===== src/rtl/fifo_rd_burst_arb_pkg.sv =====
// Shared definitions for the FIFO read-side burst arbiter: FSM state encodings
// and the requester-index width helper.
package fifo_rd_burst_arb_pkg;

  typedef logic [1:0] state_t;

  localparam state_t ST_IDLE  = 2'd0;
  localparam state_t ST_BURST = 2'd1;
  localparam state_t ST_FLUSH = 2'd2;

  // Index width for n requesters, never narrower than one bit
  function automatic int id_width(input int n);
    return (n > 2) ? $clog2(n) : 1;
  endfunction

endpackage


===== src/rtl/fifo_rd_burst_arb_if.sv =====
// Bundle of request, FIFO read-port and output-beat signals around the arbiter.
// slave is the arbiter's view; master is the surrounding environment's view.
interface fifo_rd_burst_arb_if #(
  parameter int NUM_REQ    = 4,
  parameter int DATA_WIDTH = 8,
  parameter int LEN_WIDTH  = 4
);
  import fifo_rd_burst_arb_pkg::*;

  localparam int IDW = id_width(NUM_REQ);

  logic [NUM_REQ-1:0]           req;
  logic [NUM_REQ*LEN_WIDTH-1:0] req_len;
  logic [NUM_REQ-1:0]           gnt;
  logic                         empty;
  logic [DATA_WIDTH-1:0]        r_data;
  logic                         r_en;
  logic                         out_valid;
  logic [DATA_WIDTH-1:0]        out_data;
  logic [IDW-1:0]               out_id;
  logic                         out_last;
  logic                         out_ready;

  modport slave (
    input  req, req_len, empty, r_data, out_ready,
    output gnt, r_en, out_valid, out_data, out_id, out_last
  );

  modport master (
    output req, req_len, empty, r_data, out_ready,
    input  gnt, r_en, out_valid, out_data, out_id, out_last
  );

endinterface


===== src/rtl/fifo_rd_burst_arb_rr_arbiter.sv =====
// Combinational round-robin pick: first set request at or after the pointer,
// wrapping, returned as a one-hot vector and an index.
module fifo_rd_burst_arb_rr_arbiter
  import fifo_rd_burst_arb_pkg::*;
#(
  parameter int NUM_REQ = 4,
  parameter int IDW     = id_width(NUM_REQ)
) (
  input  logic [NUM_REQ-1:0] req,
  input  logic [IDW-1:0]     ptr,
  output logic [NUM_REQ-1:0] win,
  output logic [IDW-1:0]     idx,
  output logic               found
);

  logic [IDW-1:0] cand_s;

  // Scan outward from the pointer; the first hit locks the result
  always_comb begin
    win    = '0;
    idx    = '0;
    found  = 1'b0;
    cand_s = '0;
    for (int k = 0; k < NUM_REQ; k++) begin
      cand_s = IDW'((int'(ptr) + k) % NUM_REQ);
      if (!found && req[cand_s]) begin
        found       = 1'b1;
        idx         = cand_s;
        win         = '0;
        win[cand_s] = 1'b1;
      end else begin
        found = found;
      end
    end
  end

endmodule


===== src/rtl/fifo_rd_burst_arb.sv =====
// Read-side scheduler sharing one FIFO read port among NUM_REQ consumers with
// round-robin, burst-granular grants and a single-entry output slot.
module fifo_rd_burst_arb
  import fifo_rd_burst_arb_pkg::*;
#(
  parameter int NUM_REQ    = 4,
  parameter int DATA_WIDTH = 8,
  parameter int LEN_WIDTH  = 4
) (
  input  logic                r_clk,
  input  logic                r_rst_n,
  fifo_rd_burst_arb_if.slave  bus
);

  localparam int IDW = id_width(NUM_REQ);

  state_t                  state_r;
  logic [NUM_REQ-1:0]      gnt_r;
  logic [IDW-1:0]          id_r;
  logic [IDW-1:0]          rr_ptr_r;
  logic [LEN_WIDTH-1:0]    cnt_r;
  logic                    out_valid_r;
  logic                    out_last_r;
  logic [DATA_WIDTH-1:0]   out_data_r;

  logic [NUM_REQ-1:0]      win_s;
  logic [IDW-1:0]          win_idx_s;
  logic                    win_found_s;
  logic [LEN_WIDTH-1:0]    win_len_s;
  logic [IDW-1:0]          next_ptr_s;
  logic                    pop_s;
  logic                    accept_s;

  fifo_rd_burst_arb_rr_arbiter #(
    .NUM_REQ (NUM_REQ),
    .IDW     (IDW)
  ) u_rr_arbiter (
    .req   (bus.req),
    .ptr   (rr_ptr_r),
    .win   (win_s),
    .idx   (win_idx_s),
    .found (win_found_s)
  );

  // Burst length of the current winner, sampled only at grant time
  always_comb begin
    win_len_s = '0;
    for (int k = 0; k < NUM_REQ; k++) begin
      if (win_idx_s == IDW'(k)) begin
        win_len_s = bus.req_len[k*LEN_WIDTH +: LEN_WIDTH];
      end else begin
        win_len_s = win_len_s;
      end
    end
  end

  // Pop only while bursting, never from an empty FIFO, never into a full slot
  always_comb begin
    pop_s    = (state_r == ST_BURST) && !bus.empty && (!out_valid_r || bus.out_ready);
    accept_s = out_valid_r && bus.out_ready;
    if (id_r == IDW'(NUM_REQ - 1)) begin
      next_ptr_s = '0;
    end else begin
      next_ptr_s = id_r + IDW'(1);
    end
  end

  // Grant FSM, beat counter and round-robin pointer
  always_ff @(posedge r_clk or negedge r_rst_n) begin
    if (!r_rst_n) begin
      state_r  <= ST_IDLE;
      gnt_r    <= '0;
      id_r     <= '0;
      cnt_r    <= '0;
      rr_ptr_r <= '0;
    end else begin
      case (state_r)
        ST_IDLE: begin
          if (win_found_s) begin
            gnt_r   <= win_s;
            id_r    <= win_idx_s;
            cnt_r   <= win_len_s;
            state_r <= ST_BURST;
          end
        end
        ST_BURST: begin
          // Counter parks at zero on the last pop instead of wrapping
          if (pop_s) begin
            if (cnt_r == '0) begin
              state_r <= ST_FLUSH;
            end else begin
              cnt_r <= cnt_r - LEN_WIDTH'(1);
            end
          end
        end
        ST_FLUSH: begin
          if (accept_s) begin
            state_r  <= ST_IDLE;
            gnt_r    <= '0;
            rr_ptr_r <= next_ptr_s;
          end
        end
        default: begin
          state_r <= ST_IDLE;
          gnt_r   <= '0;
        end
      endcase
    end
  end

  // Single-entry output slot: refill on pop, drain on accept
  always_ff @(posedge r_clk or negedge r_rst_n) begin
    if (!r_rst_n) begin
      out_valid_r <= 1'b0;
      out_last_r  <= 1'b0;
      out_data_r  <= '0;
    end else if (pop_s) begin
      out_valid_r <= 1'b1;
      out_last_r  <= (cnt_r == '0);
      out_data_r  <= bus.r_data;
    end else if (accept_s) begin
      out_valid_r <= 1'b0;
      out_last_r  <= 1'b0;
    end
  end

  assign bus.gnt       = gnt_r;
  assign bus.r_en      = pop_s;
  assign bus.out_valid = out_valid_r;
  assign bus.out_data  = out_data_r;
  assign bus.out_id    = id_r;
  assign bus.out_last  = out_last_r;

endmodule

===== src/flat_wrapper.sv =====
// flat-port wrapper written by rule: the top's interface ports become plain ports
module fifo_rd_burst_arb_flat import fifo_rd_burst_arb_pkg::*;
#(
  parameter int NUM_REQ    = 4,
  parameter int DATA_WIDTH = 8,
  parameter int LEN_WIDTH  = 4
)
  (r_clk, r_rst_n, bus_req, bus_req_len, bus_empty, bus_r_data, bus_out_ready, bus_gnt, bus_r_en, bus_out_valid, bus_out_data, bus_out_id, bus_out_last);
  fifo_rd_burst_arb_if #(.NUM_REQ(NUM_REQ), .DATA_WIDTH(DATA_WIDTH), .LEN_WIDTH(LEN_WIDTH)) bus_i ();
  input  logic r_clk;
  input  logic r_rst_n;
  input wire logic [$bits(bus_i.req)-1:0] bus_req;
  input wire logic [$bits(bus_i.req_len)-1:0] bus_req_len;
  input wire logic [$bits(bus_i.empty)-1:0] bus_empty;
  input wire logic [$bits(bus_i.r_data)-1:0] bus_r_data;
  input wire logic [$bits(bus_i.out_ready)-1:0] bus_out_ready;
  output wire logic [$bits(bus_i.gnt)-1:0] bus_gnt;
  output wire logic [$bits(bus_i.r_en)-1:0] bus_r_en;
  output wire logic [$bits(bus_i.out_valid)-1:0] bus_out_valid;
  output wire logic [$bits(bus_i.out_data)-1:0] bus_out_data;
  output wire logic [$bits(bus_i.out_id)-1:0] bus_out_id;
  output wire logic [$bits(bus_i.out_last)-1:0] bus_out_last;
  assign bus_i.req = bus_req;
  assign bus_i.req_len = bus_req_len;
  assign bus_i.empty = bus_empty;
  assign bus_i.r_data = bus_r_data;
  assign bus_i.out_ready = bus_out_ready;
  assign bus_gnt = bus_i.gnt;
  assign bus_r_en = bus_i.r_en;
  assign bus_out_valid = bus_i.out_valid;
  assign bus_out_data = bus_i.out_data;
  assign bus_out_id = bus_i.out_id;
  assign bus_out_last = bus_i.out_last;
  fifo_rd_burst_arb #(.NUM_REQ(NUM_REQ), .DATA_WIDTH(DATA_WIDTH), .LEN_WIDTH(LEN_WIDTH)) u_core (.r_clk(r_clk), .r_rst_n(r_rst_n), .bus(bus_i));
endmodule

===== config.mk =====
export PLATFORM = sky130hd
export DESIGN_NAME = fifo_rd_burst_arb_flat
export DESIGN_NICKNAME = d
export VERILOG_FILES = /design/src/rtl/fifo_rd_burst_arb_pkg.sv /design/src/rtl/fifo_rd_burst_arb_if.sv /design/src/rtl/fifo_rd_burst_arb_rr_arbiter.sv /design/src/rtl/fifo_rd_burst_arb.sv /design/src/flat_wrapper.sv
export SDC_FILE = /design/constraint.sdc
export NUM_CORES = 1
export LEC_CHECK = 0
export ABC_AREA = 0
export CAP_MARGIN = 5
export CORE_UTILIZATION = 48
export CTS_CLUSTER_DIAMETER = 100
export DETAILED_ROUTE_END_ITERATION = 10
export GPL_ROUTABILITY_DRIVEN = 1
export PLACE_DENSITY = 0.81
export SYNTH_ARGS = -nofsm -noshare
export SYNTH_HDL_FRONTEND = slang
export SYNTH_HIERARCHICAL = 1
export SYNTH_SLANG_ARGS = --single-unit

===== constraint.sdc =====
create_clock -name r_clk -period 3.95 [get_ports r_clk]
set_input_delay 0.395 -clock r_clk [delete_from_list [all_inputs] [get_ports r_clk]]
set_output_delay 0.395 -clock r_clk [all_outputs]
set_load 0.02 [all_outputs]

# After elaboration in Yosys (flattened, before gate mapping)
# Index checks and enable logic that the tools add are counted.
# W data, S select, Z words.
# classes
n_mux,48
n_addsub,5
bitwise,1
n_eq_ne,11
reduce_logical,26
n_lt_le_gt_ge,8
# ops
operator,count
$mux W4,13
$mux W2,9
$mux W1,15
$lt A2 B3 Y1 const B,4
$pmux W4 S3,1
$logic_and A1 B1 Y1,10
$bmux W1 S2,4
$demux W1 S2,4
$eq A2 B2 Y1 const B,4
$ge A2 B1 Y1 const B,4
$ne A2 B2 Y1 const B,4
$pmux W4 S2,1
$reduce_and A4 Y1,2
$pmux W2 S3,1
$logic_not A1 Y1,5
$add A2 B1 Y2 const B,2
$add A2 B2 Y2 const B,2
$eq A2 B1 Y1 const B,2
$logic_not A2 Y1,2
$logic_not A4 Y1,1
$reduce_and A2 Y1,2
$reduce_bool A2 Y1,2
$sub A4 B1 Y4 const B,1
$reduce_and A3 Y1,1
other kinds (3),3
# totals
word_cells,107
ff_bits,24

# Longest topological paths before layout
# Gate-level depths: netlist of run 1.
# logic_depth
ltp_word,19
mapped_depth,11

# By module
# Netlist of run 1, hierarchy kept.
# modules_own_cells
module,cells_each,n_inst,area_per_inst_um2
fifo_rd_burst_arb,103,1,1233.7
fifo_rd_burst_arb_rr_arbiter,65,1,470.5

# Worst setup path before layout of run 1
# No wires, ideal clock.
# synth_timing
path_type,flip-flop to flip-flop
start,register u_core.rr_ptr_r[0]
end,register u_core.cnt_r[0]
setup_slack_ns,1.094
t_required_ns,3.826
path_stages_with_launch,12
arrival_time_ns,2.732
synth_period_minus_slack_ns,2.856
path_cell_list,dfrtp_1 -> buf_6 -> buf_2 -> inv_1 -> ha_1 -> clkbuf_1 -> nand2_1 -> a21o_1 -> a221oi_1 -> mux4_2 -> nor4b_1 -> a211o_1
# synth_via
elab_chain_len,19
elab_cells_between_ends,37
classes_between,add/sub: 3; eq/ne: 4; mux: 22; reduce/logical: 8
# synth_rtl
item,line,rtl
"start, declared",fifo_rd_burst_arb.sv:20,logic [IDW-1:0] rr_ptr_r;
"start signal, assigned",fifo_rd_burst_arb.sv:100,rr_ptr_r <= next_ptr_s;
branches (longest 11 deep; another with $add A2 B1 Y2),--,
$mux W2 (*),fifo_rd_burst_arb_rr_arbiter.sv:26,if (!found && req[cand_s]) begin
via u_core.win_idx_s[1],fifo_rd_burst_arb.sv:27,logic [IDW-1:0] win_idx_s;
$logic_not A2 Y1,fifo_rd_burst_arb.sv:49,if (win_idx_s == IDW'(k)) begin
$mux W4 (3 in a row),fifo_rd_burst_arb.sv:49,
$mux W4 (*),fifo_rd_burst_arb.sv:49,
$mux W4 (*),fifo_rd_burst_arb.sv:79,if (win_found_s) begin
$pmux W4 S2 (*),fifo_rd_burst_arb.sv:77,case (state_r)
"end signal, assigned",fifo_rd_burst_arb.sv:82,cnt_r <= win_len_s;
"end signal, assigned",fifo_rd_burst_arb.sv:92,cnt_r <= cnt_r - LEN_WIDTH'(1);
"end, declared",fifo_rd_burst_arb.sv:21,logic [LEN_WIDTH-1:0] cnt_r;
# Mark *: on every way through the listed nets, which the timed path passes. The select of a mux whose other input is x is not followed.
# A chain may end at the register's enable or synchronous reset.

# Final worst setup path of run 1
# Same ends and word-level chain as after synthesis.

==> results.md, run 1 <==
- Status: complete, no violations
- Initial Utilization: 0.507
- CP required: between 4 and 5 ns
- Yosys reg bits: 24
- Port buffer count: 48
- DRT Pass-1 Iters: 4
- Register area share after synthesis: 0.352
- Post-CTS setup buffers: 0
- Setup violators final: 0
- Hold path endpoint: u_core/bus.gnt[0]
- Clock sink count: 24
- Most frequent cells in the layout: 48 x clkdlybuf4s50_1, 24 x dfrtp_1, 15 x nand2_1
- Relative slew slack: 0.294
- Max-slew violations: 0
- Overall Global Routing Usage: 0.221
- Min cycle time layout: about 3.3 ns
- First-pass GRT wire length: 6210 um
- # rows: 21
- Largest net degree at the start of global routing: 25
- CTS clk-pin slew, worst paths: 0.14 ns
- Total CTS buffers: 3
- Reg2reg start: u_core/rr_ptr_r[0]
- Starting DRT DRC Count: 55
- CTS hold repair buffers: 0
- CP startpoint kind: register
- Min-delay src: u_core/bus.gnt[0]
- Post-synth EDFFs: 0
- Cell taking the most area after synthesis: dfrtp_1
- Vias per cell: about 5.9
- RSZ-0062 raised after global routing: no
- Vias in the first global route: approximately 1,400
- Die Y: roughly 60 um
- Post-DP HPWL: just under 3000 um
- # IOs: between 40 and 50
- Crit. End Element: register
- Distinct cell type count after synthesis: 45
- Die X: 61.6 um
- CP Class: register to register
- H-tree Lvls: 1
- Final core utilization: 0.665
- Power density over cell area: 702 nW/um^2
- Hold path cells: 2
- Capturing point of the worst reg2reg path: u_core/cnt_r[0]
- CTS tree: built
- Hold_ws: 0.508 ns
- Initial antenna violation count: 0
- Die footprint: 3790 um^2
- ANT nets after route: 0
- Tcrit/Tclk final: 0.846
- Cells after synthesis: 168
- Worst R2R Path Depth: 8
- Final Skew: 0.00626 ns
- Slew @ Worst Pin: 1.06 ns
- Hold Fails Final Rpt: 0
- Post_cts resized: 0
- Nets: 250
- GR Overflow Total: 0
- MaxCap Viol Count: 0
- Final GP Congestion: around 0.86
- HP Class: register to register
- Leading cell type in the layout, fill and taps excluded: clkdlybuf4s50_1
- Total power: 1.57 mW
- Clock root cell: clkbuf_4
- Prevailing post-synth register cell: dfrtp_1
- Top cells by area, synth: dfrtp_1 35%, mux2_2 7.9%, mux4_2 7.9%
- Asr flop ratio synth: 1.00
- Post-Syn Nets: approximately 200
- Worst reg-to-reg setup slack: 0.61 ns
- DRT Wirelength: 3850 um
- Area Growth Syn to Fin: 31.3%
- Diodes inserted: 0
- Synth warn: 6
- Worst Path Arrival: 3.56 ns
- Share of layout cells above drive strength 1: 0.152
- # DRC: 0
- Syn Area/Cell: 10.1 um^2
- Critical-path maximum fanout: 22
- Clk_lat worst skew: 0.31 ns
- Synth top area share: 0.352
- Routed WL per cell: 15.0 um
- Core Region: about 3400 um^2
- Via Count: 1,518
- Max Clock Freq: about 300 MHz
- Setup TNS: 0 ns
- P_leak: approximately 0.9 nW
- Area of the mapped netlist: 1700 um^2
- Clock buffer depth: 2
- Worst VDD drop: around 290 uV
## worst max path at each step
stage / start / endpoint / slack, ns / depth (start not counted)
3_5_place_dp: u_core/rr_ptr_r[0] / u_core/cnt_r[0] / 0.69 / 8
6_report: u_core/rr_ptr_r[0] / u_core/cnt_r[0] / 0.61 / 8
3_3_place_gp: u_core/rr_ptr_r[0] / u_core/cnt_r[0] / 0.91 / 8
5_1_grt: u_core/rr_ptr_r[0] / u_core/cnt_r[0] / 0.37 / 8
4_1_cts: u_core/rr_ptr_r[0] / u_core/cnt_r[0] / 0.64 / 8
2_1_floorplan: u_core/rr_ptr_r[0] / u_core/cnt_r[0] / 1.09 / 11
## layer usage
layer / share of wire / global-route usage / vias up / wire, um
li1: - / - / 718 / -
met4: 0.014 / 0.0667 / 0 / 53
met3: 0.039 / 0.0273 / 6 / 152
met5: 0 / 0 / - / 0
met2: 0.52 / 0.395 / 44 / 2020
met1: 0.42 / 0.280 / 750 / 1630
## cell families after synthesis
kind of cell	share of synthesized area
buffers and inverters	0.0470
multiplexers	0.182
AND/OR/NAND/NOR	0.187
flip-flops	0.352
adder cells (fa/ha/maj)	0.0441
AO/OA/AOI/OAI	0.187
## where the power goes
part           internal, mW  switching, mW  total [mW]
Clock                 0.103         0.0754       0.178
Combinational         0.463          0.465       0.928
Sequential            0.354          0.111       0.465
Total                 0.919          0.652        1.57
## per-stage QoR
stage | instances | setup slack, ns | cell area [um^2]
floorplan | 168 | 1.09 | 1700
global placement | 253 | 0.912 | 2180
detailed placement | 253 | 0.688 | 2180
CTS | 257 | 0.637 | 2240
global route | 257 | 0.373 | 2240
finish | 257 | 0.607 | 2240
## critical path, stage by stage (launching register included)
cell and delay, ns:
dfrtp_1 0.80, inv_1 0.20, ha_1 0.48, nand2_1 0.09, a21o_1 0.20, a221oi_1 0.68, mux4_2 0.41, nor4b_1 0.15
a211o_1 0.23
## Yosys cell counts, types with 5 or more instances
cell / count
mux4_2: 6
inv_1: 6
mux2_2: 12
o21ai_0: 12
dfrtp_1: 24
a221oi_1: 5
nor2_1: 14
ha_1: 6
nand2_1: 15
o2bb2ai_1: 5
a21oi_1: 10
## flip-flops by register name, indices dropped and copies added (netlist names)
name,flops
u_core/bus.gnt,4
u_core/bus.out_data,8
u_core/bus.out_id,2
u_core/bus.out_last,1
u_core/bus.out_valid,1
u_core/cnt_r,4
u_core/rr_ptr_r,2
u_core/state_r,2
## final cells by class
class	count	area (um^2)
inverters	6	22.5
repair buffers	48	480
clock buffers	3	22.5
flip-flops and latches	24	601
clock inverters	1	30.0
multi-input cells	129	1020
well taps	46	57.6
fillers	299	1130
Note: power is estimated with default switching activity, not from simulation.
==> run 2: changes to the inputs <==
Clock period 3.95 ns to 3.45 ns, I/O delays scaled along.
==> run 2 against run 1 <==
Compared with the run above: core utilization grew 0.45 points; combinational power grew 19%; clock skew grew 0.0014 ns; routed wire length grew 1.7%; global-route usage grew 0.92 points; first-iteration DRC count grew 69%; clock power grew 17%; critical path depth shrank 1; maximum frequency grew 12%; highest routed layer unchanged.
==> results.md, run 2 (same netlist as run 1, synthesis figures left out) <==
- Post_cts resized: 0
- Critical-path maximum fanout: 9
- Setup violators final: 0
- Nets: 252
- Reg2reg start: u_core/rr_ptr_r[1]
- Total CTS buffers: 3
- MaxCap Viol Count: 0
- # DRC: 0
- P_leak: 0.903 nW
- CTS hold repair buffers: 0
- Worst reg-to-reg setup slack: 0.46 ns
- Port buffer count: 48
- Die X: approximately 62 um
- Clk_lat worst skew: 0.33 ns
- Max Clock Freq: 334 MHz
- Power density over cell area: 808 nW/um^2
- # IOs: 49
- Initial Utilization: 0.507
- Largest net degree at the start of global routing: 25
- # rows: 21
- Die Y: 61.6 um
- Clock root cell: clkbuf_4
- CP startpoint kind: register
- Worst Path Arrival: 3.22 ns
- Diodes inserted: 0
- Final Skew: 0.00771 ns
- Relative slew slack: 0.287
- Min-delay src: u_core/bus.gnt[1]
- Clock sink count: 24
- Most frequent cells in the layout: 48 x clkdlybuf4s50_1, 24 x dfrtp_1, 15 x nand2_1
- Min cycle time layout: 2.99 ns
- Final core utilization: 0.670
- HP Class: register to register
- Status: complete, no violations
- Worst Setup SP: u_core/rr_ptr_r[1]
- CTS tree: built
- Vias per cell: approximately 5.8
- DRT Wirelength: approximately 3900 um
- Tcrit/Tclk final: 0.867
- Final GP Congestion: 0.839
- Worst path max stage delay: 0.56 ns
- Clock buffer depth: 2
- Initial antenna violation count: 0
- H-tree Lvls: 1
- Post-CTS setup buffers: 0
- Worst-path cell chain: inv_1 -> ha_1 -> a2111oi_0 -> a31o_2 -> mux4_2 -> nor4b_1 -> a211o_1
- Final worst setup slack: 0.460 ns
- Vias in the first global route: roughly 1,400
- Hold Fails Final Rpt: 0
- Routed WL per cell: approximately 15 um
- Worst VDD drop: 537 uV
- Area Growth Syn to Fin: 32.2%
- Worst path slowest cell: dfrtp_1
- Overall Global Routing Usage: 0.231
- Inst Count DP: 255
- Via Count: 1,506
- GR Overflow Total: 0
- DP Worst Slack: 0.488 ns
- Core Region: 3360 um^2
- Setup TNS: 0 ns
- DRT Pass-1 Iters: 4
- CP Class: register to register
- Die footprint: 3790 um^2
- First-pass GRT wire length: roughly 6400 um
- Largest register FFs: 8
- Fin cells: between 200 and 300
- Slew @ Worst Pin: 1.07 ns
- Share of layout cells above drive strength 1: 0.160
- Max-slew violations: 0
- CTS clk-pin slew, worst paths: 0.14 ns
- Starting DRT DRC Count: 93
- ANT nets after route: 0
- CP required: 3.68 ns
- Crit. End Element: register
- Total power: between 1.5 and 2 mW
- Post-DP HPWL: 2980 um
- Leading cell type in the layout, fill and taps excluded: clkdlybuf4s50_1
- RSZ-0062 raised after global routing: no
==> run 2: worst paths after layout <==
kind	cells after the start	end
max in group asynchronous	1	u_core/cnt_r[1]
min	2	u_core/bus.gnt[1]
min reg2reg	2	u_core/bus.gnt[1]
max reg2reg	7	u_core/cnt_r[0]
min in group asynchronous	1	u_core/bus.gnt[3]
max	7	u_core/cnt_r[0]
==> run 2: worst max-delay path: cells and delay by family, from the launching register on <==
kind            cells  cell delay, ns
compound gates      3            0.99
flops               1            0.56
mux                 1            0.52
fa+ha+maj           1            0.44
buf+inv             1            0.22
simple gates        1            0.16
==> run 2: power by group <==
| part | leakage [nW] | switching (mW) | internal [mW] | total (mW) |
|---|---|---|---|---|
| logic | 0.575 | 0.558 | 0.540 | 1.10 |
| registers | 0.300 | 0.109 | 0.405 | 0.514 |
| clock network | 0.0279 | 0.0905 | 0.118 | 0.208 |
==> run 2: metrics by stage <==
| stage | hold slack (ns) | area, um^2 |
|---|---|---|
| global route | 0.543 | 2250 |
| global placement | 0.462 | 2200 |
| detailed placement | 0.484 | 2200 |
| finish | 0.510 | 2250 |
| CTS | 0.515 | 2250 |
| floorplan | 0.0494 | 1700 |
==> run 2: final cells by class <==
cell class                      instances  area [um^2]
Multi-Input combinational cell        129         1020
Fill cell                             294         1110
Tap cell                               46         57.6
Clock inverter                          1         30.0
Sequential cell                        24          601
Clock buffer                            3         22.5
Inverter                                6         22.5
Timing Repair Buffer                   50          495
==> run 2: metal layers <==
metal  global-route usage  vias to the layer above  wire, um
li1                     -                      717         -
met1                0.321                      723      1690
met2                0.372                       60      2030
met3               0.0294                        6       152
met4               0.0794                        0        45
met5                    0                        -         0
==> run 3: changes to the inputs <==
Settings changed: GPL_ROUTABILITY_DRIVEN 1 to default.
==> results of run 3 <==
No change in the layout: final DEF, timing and power equal those of run 2.
